$ cat config.mk
export PLATFORM = sky130hd
export DESIGN_NAME = multichannel_fir_engine
export DESIGN_NICKNAME = d
export VERILOG_FILES = /design/src/rtl/fir_pkg.sv /design/src/rtl/fir_tap_ram.sv /design/src/rtl/multichannel_fir_engine.sv
export SDC_FILE = /design/constraint.sdc
export NUM_CORES = 2
export LEC_CHECK = 0
export CAP_MARGIN = 10
export CORE_MARGIN = 2
export CORE_UTILIZATION = 39
export CTS_BUF_LIST = sky130_fd_sc_hd__clkbuf_4
export CTS_CLUSTER_DIAMETER = 30
export CTS_CLUSTER_SIZE = 14
export DETAILED_ROUTE_END_ITERATION = 7
export SLEW_MARGIN = 40
export SYNTH_ARGS = -nofsm -noshare
export SYNTH_HDL_FRONTEND = slang
export SYNTH_HIERARCHICAL = 1
export SYNTH_SLANG_ARGS = --single-unit
export TNS_END_PERCENT = 10
$ cat constraint.sdc
create_clock -name clk_filter -period 13.5 [get_ports clk_filter]
set_input_delay 2.7 -clock clk_filter [delete_from_list [all_inputs] [get_ports clk_filter]]
set_output_delay 2.7 -clock clk_filter [all_outputs]
set_load 0.05 [all_outputs]
$ cat src/rtl/fir_pkg.sv
// Shared definitions for the multichannel FIR engine: FSM state encoding and a
// width helper used to size tag and tap-index ports.
package fir_pkg;

   typedef enum logic [1:0] {
      S_IDLE = 2'd0,
      S_MAC  = 2'd1,
      S_OUT  = 2'd2
   } fir_state_e;

   // ceil(log2(n)), never less than 1 so a single-entry field still has a bit
   function automatic int clog2_min1(input int n);
      int r;
      r = 0;
      while ((1 << r) < n) r++;
      return (r < 1) ? 1 : r;
   endfunction

endpackage

$ cat src/rtl/fir_tap_ram.sv
// One channel's N_TAP-deep sample history as a circular buffer; x[0] is the
// newest sample and rd_idx selects x[k] for the shared MAC.
module fir_tap_ram
   import fir_pkg::*;
#(
   parameter int DATA_W = 16,
   parameter int N_TAP  = 8
) (
   input  logic                          clk_filter,
   input  logic                          rst,
   input  logic                          push,
   input  logic [DATA_W-1:0]             push_data,
   input  logic [clog2_min1(N_TAP)-1:0]  rd_idx,
   output logic [DATA_W-1:0]             rd_data
);

   localparam int TAP_W = clog2_min1(N_TAP);

   logic [N_TAP-1:0][DATA_W-1:0] mem;
   logic [TAP_W-1:0]             head;
   logic [TAP_W-1:0]             head_nxt;
   logic [TAP_W:0]               rd_sum;
   logic [TAP_W-1:0]             rd_addr;

   // head walks downward so x[k] lives at head+k (mod N_TAP); no data moves
   assign head_nxt = (head == '0) ? TAP_W'(N_TAP - 1) : head - TAP_W'(1);

   always_comb begin
      rd_sum  = {1'b0, head} + {1'b0, rd_idx};
      rd_addr = (rd_sum >= (TAP_W+1)'(N_TAP)) ? TAP_W'(rd_sum - (TAP_W+1)'(N_TAP))
                                              : rd_sum[TAP_W-1:0];
   end

   assign rd_data = mem[rd_addr];

   always_ff @(posedge clk_filter) begin
      if (rst) begin
         mem  <= '0;
         head <= '0;
      end else if (push) begin
         head          <= head_nxt;
         mem[head_nxt] <= push_data;
      end
   end

endmodule

$ cat src/rtl/multichannel_fir_engine.sv
// Time-multiplexed FIR: one multiplier-accumulator serves N_CH interleaved channels
// with shared coefficients. Define FIR_ROUND_SAT_EN for rounded, saturated output.
module multichannel_fir_engine
   import fir_pkg::*;
#(
   parameter int DATA_W = 16,
   parameter int COEF_W = 16,
   parameter int N_TAP  = 8,
   parameter int N_CH   = 4,
   parameter int SHIFT  = 15
) (
   input  logic                          clk_filter,
   input  logic                          rst,
   input  logic                          in_valid,
   output logic                          in_ready,
   input  logic [clog2_min1(N_CH)-1:0]   in_ch,
   input  logic [DATA_W-1:0]             in_data,
   input  logic                          coef_we,
   input  logic [clog2_min1(N_TAP)-1:0]  coef_addr,
   input  logic [COEF_W-1:0]             coef_data,
   output logic                          out_valid,
   input  logic                          out_ready,
   output logic [clog2_min1(N_CH)-1:0]   out_ch,
   output logic [DATA_W-1:0]             out_data,
   output logic                          ch_err
);

   localparam int CH_W   = clog2_min1(N_CH);
   localparam int TAP_W  = clog2_min1(N_TAP);
   localparam int PROD_W = DATA_W + COEF_W;
   localparam int ACC_W  = PROD_W + TAP_W;

   fir_state_e                   state, state_nxt;
   logic [CH_W-1:0]              cur_ch;
   logic [TAP_W-1:0]             tap_idx;
   logic signed [ACC_W-1:0]      acc, acc_nxt;
   logic [N_TAP-1:0][COEF_W-1:0] coef;
   logic [N_CH-1:0][DATA_W-1:0]  tap_rd;
   logic signed [DATA_W-1:0]     x_sel;
   logic signed [COEF_W-1:0]     c_sel;
   logic signed [PROD_W-1:0]     prod;
   logic [DATA_W-1:0]            res;
   logic                         accept, ch_ok, last_tap;

   assign in_ready  = (state == S_IDLE);
   assign out_valid = (state == S_OUT);
   assign accept    = in_valid && in_ready;
   assign ch_ok     = (32'(in_ch) < N_CH);
   assign last_tap  = (tap_idx == TAP_W'(N_TAP - 1));

   for (genvar g = 0; g < N_CH; g++) begin : g_ch
      fir_tap_ram #(.DATA_W(DATA_W), .N_TAP(N_TAP)) u_ram (
         .clk_filter (clk_filter),
         .rst        (rst),
         .push       (accept && ch_ok && (in_ch == CH_W'(g))),
         .push_data  (in_data),
         .rd_idx     (tap_idx),
         .rd_data    (tap_rd[g])
      );
   end

   always_comb begin
      x_sel   = tap_rd[cur_ch];
      c_sel   = coef[tap_idx];
      prod    = PROD_W'(x_sel) * PROD_W'(c_sel);
      acc_nxt = acc + ACC_W'(prod);
   end

   // output formatting works on acc_nxt so the last tap lands directly in out_data
`ifdef FIR_ROUND_SAT_EN
   localparam logic signed [ACC_W:0] RND     = ((ACC_W+1)'(1) << SHIFT) >> 1;
   localparam logic signed [ACC_W:0] SAT_MAX = {{(ACC_W+2-DATA_W){1'b0}}, {(DATA_W-1){1'b1}}};
   localparam logic signed [ACC_W:0] SAT_MIN = ~SAT_MAX;

   logic signed [ACC_W:0] rnd_shift;

   always_comb begin
      rnd_shift = ((ACC_W+1)'(acc_nxt) + RND) >>> SHIFT;
      if (rnd_shift > SAT_MAX)      res = SAT_MAX[DATA_W-1:0];
      else if (rnd_shift < SAT_MIN) res = SAT_MIN[DATA_W-1:0];
      else                          res = rnd_shift[DATA_W-1:0];
   end
`else
   always_comb res = DATA_W'(acc_nxt >>> SHIFT);
`endif

   always_ff @(posedge clk_filter) begin
      if (rst) state <= S_IDLE;
      else     state <= state_nxt;
   end

   always_comb begin
      state_nxt = state;
      case (state)
         S_IDLE:  if (accept && ch_ok) state_nxt = S_MAC;
         S_MAC:   if (last_tap)        state_nxt = S_OUT;
         S_OUT:   if (out_ready)       state_nxt = S_IDLE;
         default:                      state_nxt = S_IDLE;
      endcase
   end

   always_ff @(posedge clk_filter) begin
      if (rst) begin
         acc      <= '0;
         tap_idx  <= '0;
         cur_ch   <= '0;
         coef     <= '0;
         out_data <= '0;
         out_ch   <= '0;
         ch_err   <= 1'b0;
      end else begin
         ch_err <= accept && !ch_ok;
         if (coef_we && (state == S_IDLE) && (32'(coef_addr) < N_TAP))
            coef[coef_addr] <= coef_data;
         case (state)
            S_IDLE: if (accept && ch_ok) begin
               cur_ch  <= in_ch;
               tap_idx <= '0;
               acc     <= '0;
            end
            S_MAC: begin
               acc     <= acc_nxt;
               tap_idx <= tap_idx + TAP_W'(1);
               if (last_tap) begin
                  out_data <= res;
                  out_ch   <= cur_ch;
               end
            end
            default: ;
         endcase
      end
   end

endmodule

==> reports/qor.log <==
INFO  global_route   overall_routing_resource_usage=22.51%
INFO  clocking       numCtsBuffers=157
INFO  global_route   grt_start_max_net_pins=134
INFO  setup_path     critPathMostFrequentCell=sky130_fd_sc_hd__inv_1
INFO  clocking       cells_resized_by_post_cts_repair=0
INFO  clocking       clk_transition_reported_paths=0.07ns
INFO  setup_path     cp.required=14.44ns
INFO  setup_path     setup.worst_path.start_class=register
INFO  flow_run       drv_cap=0
INFO  finish         final_layout_size_suffix_gt1_share=14.18%
INFO  synth          netlist.area_leader.share=31.96%
INFO  clocking       clock_tree.htree_level_count=4
INFO  setup_path     crit_type=register to register
INFO  synth          syn-instance-count=4678
INFO  global_route   grt_antenna_before_repair=4
INFO  finish         most-common-layout-cells=704 x sky130_fd_sc_hd__dfxtp_1, 498 x sky130_fd_sc_hd__a21oi_1, 439 x sky130_fd_sc_hd__nand2_1, 369 x sky130_fd_sc_hd__inv_1, 284 x sky130_fd_sc_hd__fa_1
INFO  synth          postSynthRegisterBits=708
INFO  setup_path     r2r.worst_path.cells=28
INFO  clocking       root_buffer=sky130_fd_sc_hd__clkbuf_4
INFO  clocking       max-clock-path-buffers=3
INFO  routing        wire_length_after_detailed_routing=131400um
INFO  finish         layout.nets=4986
INFO  setup_path     worst_setup_path_end_kind=register
INFO  min_path       hold-path-cell-count=2
INFO  sta            finalCriticalPeriod=9.921ns
INFO  placement      detailedPlace.worstSlack=3.557ns
INFO  floorplanning  die_area=116400um^2
INFO  pwr            p_leak=18.83nW
INFO  routing        drt-wirelength-per-cell=21.25um
INFO  routing        num_vias=34920
INFO  clocking       post_cts_hold_buffer_count=0
INFO  sta            setup_total_negative_slack=0ns
INFO  synth          sequential_fraction_of_the_synthesis_area=31.96%
INFO  clocking       tritoncts_num_sinks=708
INFO  setup_path     worstReg2RegEnd=acc[30]$_SDFFE_PP0P_
INFO  floorplanning  dieHeight=341.2um
INFO  synth          syn-num-nets=5118
INFO  run_status     status=finished, final reports clean
INFO  floorplanning  rows=123
INFO  routing        route.detailed.drc=0
INFO  sta            final.setup_skew=0.1315ns
INFO  global_route   overflow=0
INFO  synth          synth_largest_area_cell=sky130_fd_sc_hd__dfxtp_1
INFO  setup_path     timing.critical_path.fanout_max=19
INFO  placement      portBuffers=61
INFO  synth          postSynth.asyncResetShare=0%
INFO  synth          yosys-top-cells-area=sky130_fd_sc_hd__dfxtp_1 32%, sky130_fd_sc_hd__fa_1 13%, sky130_fd_sc_hd__mux4_2 7.3%
INFO  sta            rsz_0062_raised_after_global_routing=false
INFO  routing        drt_iter0_drc=2922
INFO  finish         stdcell_count=6183
INFO  routing        vias_per_cell=5.648
INFO  floorplanning  start_util=39.36%
INFO  global_route   grt_pass1_wl=206700um
INFO  min_path       worst_hold_path_type=register to register
INFO  routing        firstDrtPassIters=6
INFO  synth          netlist-cell-type-count=67
INFO  floorplanning  coreArea=112700um^2
INFO  min_path       worstHoldEndpoint=coef[60]$_SDFFE_PP0P_
INFO  sta            finalHoldWorstSlack=0.4541ns
INFO  min_path       timing.hold.worst.start=coef[60]$_SDFFE_PP0P_
INFO  setup_path     regToRegSetupSlack=3.58ns
INFO  sta            slew_headroom=38.52%
INFO  floorplanning  ioPinCount=63
INFO  synth          synthesis.area=44340um^2
INFO  clocking       insertion_delay=1.16ns
INFO  setup_path     arrival=10.86ns
INFO  setup_path     worst_path_dominant_cell_family=adder cells
INFO  placement      detailedPlacementHpwl=81750um
INFO  finish         leading_cell_type_in_the_layout_fill_and_taps_excluded=sky130_fd_sc_hd__dfxtp_1
INFO  pwr            finalPower=4.851mW
INFO  sta            timing_hold_violations_final=0
INFO  sta            fmax=100.8MHz
INFO  synth          synth_area_per_cell=9.479um^2
INFO  sta            setup_viol=0
INFO  clocking       number_of_post_cts_setup_repair_buffers=0
INFO  global_route   first_global_vias=34950
INFO  placement      post-place-cells=5885
INFO  pwr            pwr_density_cell=100.3nW/um^2
INFO  floorplanning  die_width=341.2um
INFO  synth          synth_warnings=6
INFO  synth          number_of_synthesized_flops_with_an_enable_pin=0
INFO  finish         synthesis_to_finish_area_growth=9.106%
INFO  setup_path     worst_r2r_startpoint=g_ch[3].u_ram/head[0]$_SDFFE_PP0P_
INFO  placement      gp_routability_congestion=0.8390
INFO  sta            layout_worst_path_cycle_share=73.49%
INFO  sta            timing.final.max_slew_violations=0
INFO  sta            postLayoutSetupSlackWorst=3.579ns
INFO  clocking       tritoncts=built
INFO  setup_path     slowest_delay=0.98ns
INFO  finish         fillers=10990
INFO  setup_path     critical-path-slowest-cell=sky130_fd_sc_hd__fa_2
INFO  synth          dominantRegCellSynth=sky130_fd_sc_hd__dfxtp_1
INFO  sta            worst_slew_pin_slew=0.9199ns
INFO  routing        drtAntennaViolNets=0
INFO  setup_path     critPathBufInv=7
INFO  pwr            worst_ir_drop_vdd=0.00009336V
==> how the worst max path moves through the flow <==
stage,start,end,slack (ns),cells past startpoint
finish,g_ch[3].u_ram/head[0]$_SDFFE_PP0P_,acc[30]$_SDFFE_PP0P_,3.58,28
global route,g_ch[3].u_ram/head[0]$_SDFFE_PP0P_,acc[30]$_SDFFE_PP0P_,3.10,28
CTS,g_ch[3].u_ram/head[0]$_SDFFE_PP0P_,acc[30]$_SDFFE_PP0P_,3.46,28
detailed placement,g_ch[3].u_ram/head[0]$_SDFFE_PP0P_,acc[30]$_SDFFE_PP0P_,3.56,28
global placement,g_ch[3].u_ram/head[0]$_SDFFE_PP0P_,acc[30]$_SDFFE_PP0P_,3.64,28
floorplan,tap_idx[0]$_SDFFE_PP0P_,acc[30]$_SDFFE_PP0P_,5.20,30
==> flip-flops by register name, summed over array words and instances, names as in the netlist <==
signal,cells
g_ch.u_ram/head,12
tap_idx,3
state,2
out_ch,2
g_ch.u_ram/mem,512
cur_ch,2
out_data,16
coef,128
acc,31
==> synth_stat cells (4+ instances only) <==
cell type / count
sky130_fd_sc_hd__dfxtp_1: 708
sky130_fd_sc_hd__a21oi_1: 498
sky130_fd_sc_hd__nand2_1: 444
sky130_fd_sc_hd__inv_1: 369
sky130_fd_sc_hd__fa_1: 289
sky130_fd_sc_hd__nand2b_1: 269
sky130_fd_sc_hd__clkbuf_1: 267
sky130_fd_sc_hd__mux2i_1: 209
sky130_fd_sc_hd__nand4_1: 196
sky130_fd_sc_hd__o31ai_1: 194
sky130_fd_sc_hd__nand3_1: 154
sky130_fd_sc_hd__mux4_2: 144
sky130_fd_sc_hd__o21ai_0: 134
sky130_fd_sc_hd__nor2_1: 121
sky130_fd_sc_hd__ha_1: 109
sky130_fd_sc_hd__buf_2: 88
sky130_fd_sc_hd__mux2_2: 82
sky130_fd_sc_hd__nor2b_1: 47
sky130_fd_sc_hd__buf_4: 38
sky130_fd_sc_hd__xnor2_1: 37
sky130_fd_sc_hd__and2_1: 29
sky130_fd_sc_hd__buf_1: 25
sky130_fd_sc_hd__o21ai_1: 24
sky130_fd_sc_hd__nor3_1: 22
sky130_fd_sc_hd__mux4_1: 20
sky130_fd_sc_hd__buf_6: 17
sky130_fd_sc_hd__o21a_1: 16
sky130_fd_sc_hd__a211oi_1: 14
sky130_fd_sc_hd__o211ai_1: 8
sky130_fd_sc_hd__a21o_1: 7
sky130_fd_sc_hd__and2b_1: 7
sky130_fd_sc_hd__o21bai_1: 7
sky130_fd_sc_hd__and3_1: 6
sky130_fd_sc_hd__nand4_4: 6
sky130_fd_sc_hd__a22o_1: 4
sky130_fd_sc_hd__a22oi_1: 4
sky130_fd_sc_hd__buf_12: 4
sky130_fd_sc_hd__or2_1: 4
sky130_fd_sc_hd__xnor2_2: 4
==> stage by stage <==
stage	instance area (um^2)	util (%)
final	48380	42.95
after global routing	48380	42.94
after CTS	48290	42.87
after detailed placement	45590	40.46
after global placement	45490	40.38
after floorplan	44340	-
==> kinds of logic (layout without fill, tap and decap cells) <==
| kind of cell | after synthesis | after routing | share of synthesized area (%) |
|---|---|---|---|
| buffers and inverters | 811 | 808 | 7.870 |
| xor gates and xnor gates | 44 | 44 | 0.9368 |
| other | 1 | 9 | 0.008457 |
| and+or+nand+nor | 1324 | 1324 | 15.34 |
| DFF | 708 | 708 | 31.96 |
| muxes | 462 | 462 | 15.65 |
| adders and majority gates | 398 | 398 | 16.12 |
| AOI/OAI and AO/OA | 930 | 930 | 12.11 |
==> report_power, final <==
group | total (mW) | switching, mW | internal (mW)
sequential | 2.12 | 0.0143 | 2.11
combinational | 0.482 | 0.343 | 0.139
clock | 2.25 | 1.02 | 1.23
total | 4.85 | 1.37 | 3.48
==> final cells by class <==
type | instances | area [um^2] | area share, %
diodes | 8 | 20.02 | 0.04138
clock buffers | 177 | 1329 | 2.747
clock inverters | 111 | 1376 | 2.845
inverters | 372 | 1396 | 2.886
multi-input cells | 3159 | 26870 | 55.54
flip-flops and latches | 708 | 14180 | 29.31
well taps | 1500 | 1877 | 3.879
repair buffers | 148 | 1333 | 2.754
==> worst reg2reg max path, delay by kind of cell (launching register included) <==
family / cells / cell delay [ns]
xor gates and xnor gates: 1 / 0.17
buffers and inverters: 7 / 0.78
AOI/OAI and AO/OA: 7 / 1.63
adders and majority gates: 9 / 4.76
and+or+nand+nor: 1 / 0.24
muxes: 3 / 1.60
DFF: 1 / 0.59
==> routing by layer <==
layer / GRT usage (%) / vias up / routed length, um
li1: - / 15990 / -
met1: 30.19 / 17550 / 56960
met2: 36.64 / 1162 / 62290
met3: 3.928 / 219 / 8237
met4: 7.718 / 2 / 3917
met5: 0 / - / 10
Note: power is estimated with default switching activity, not from simulation.
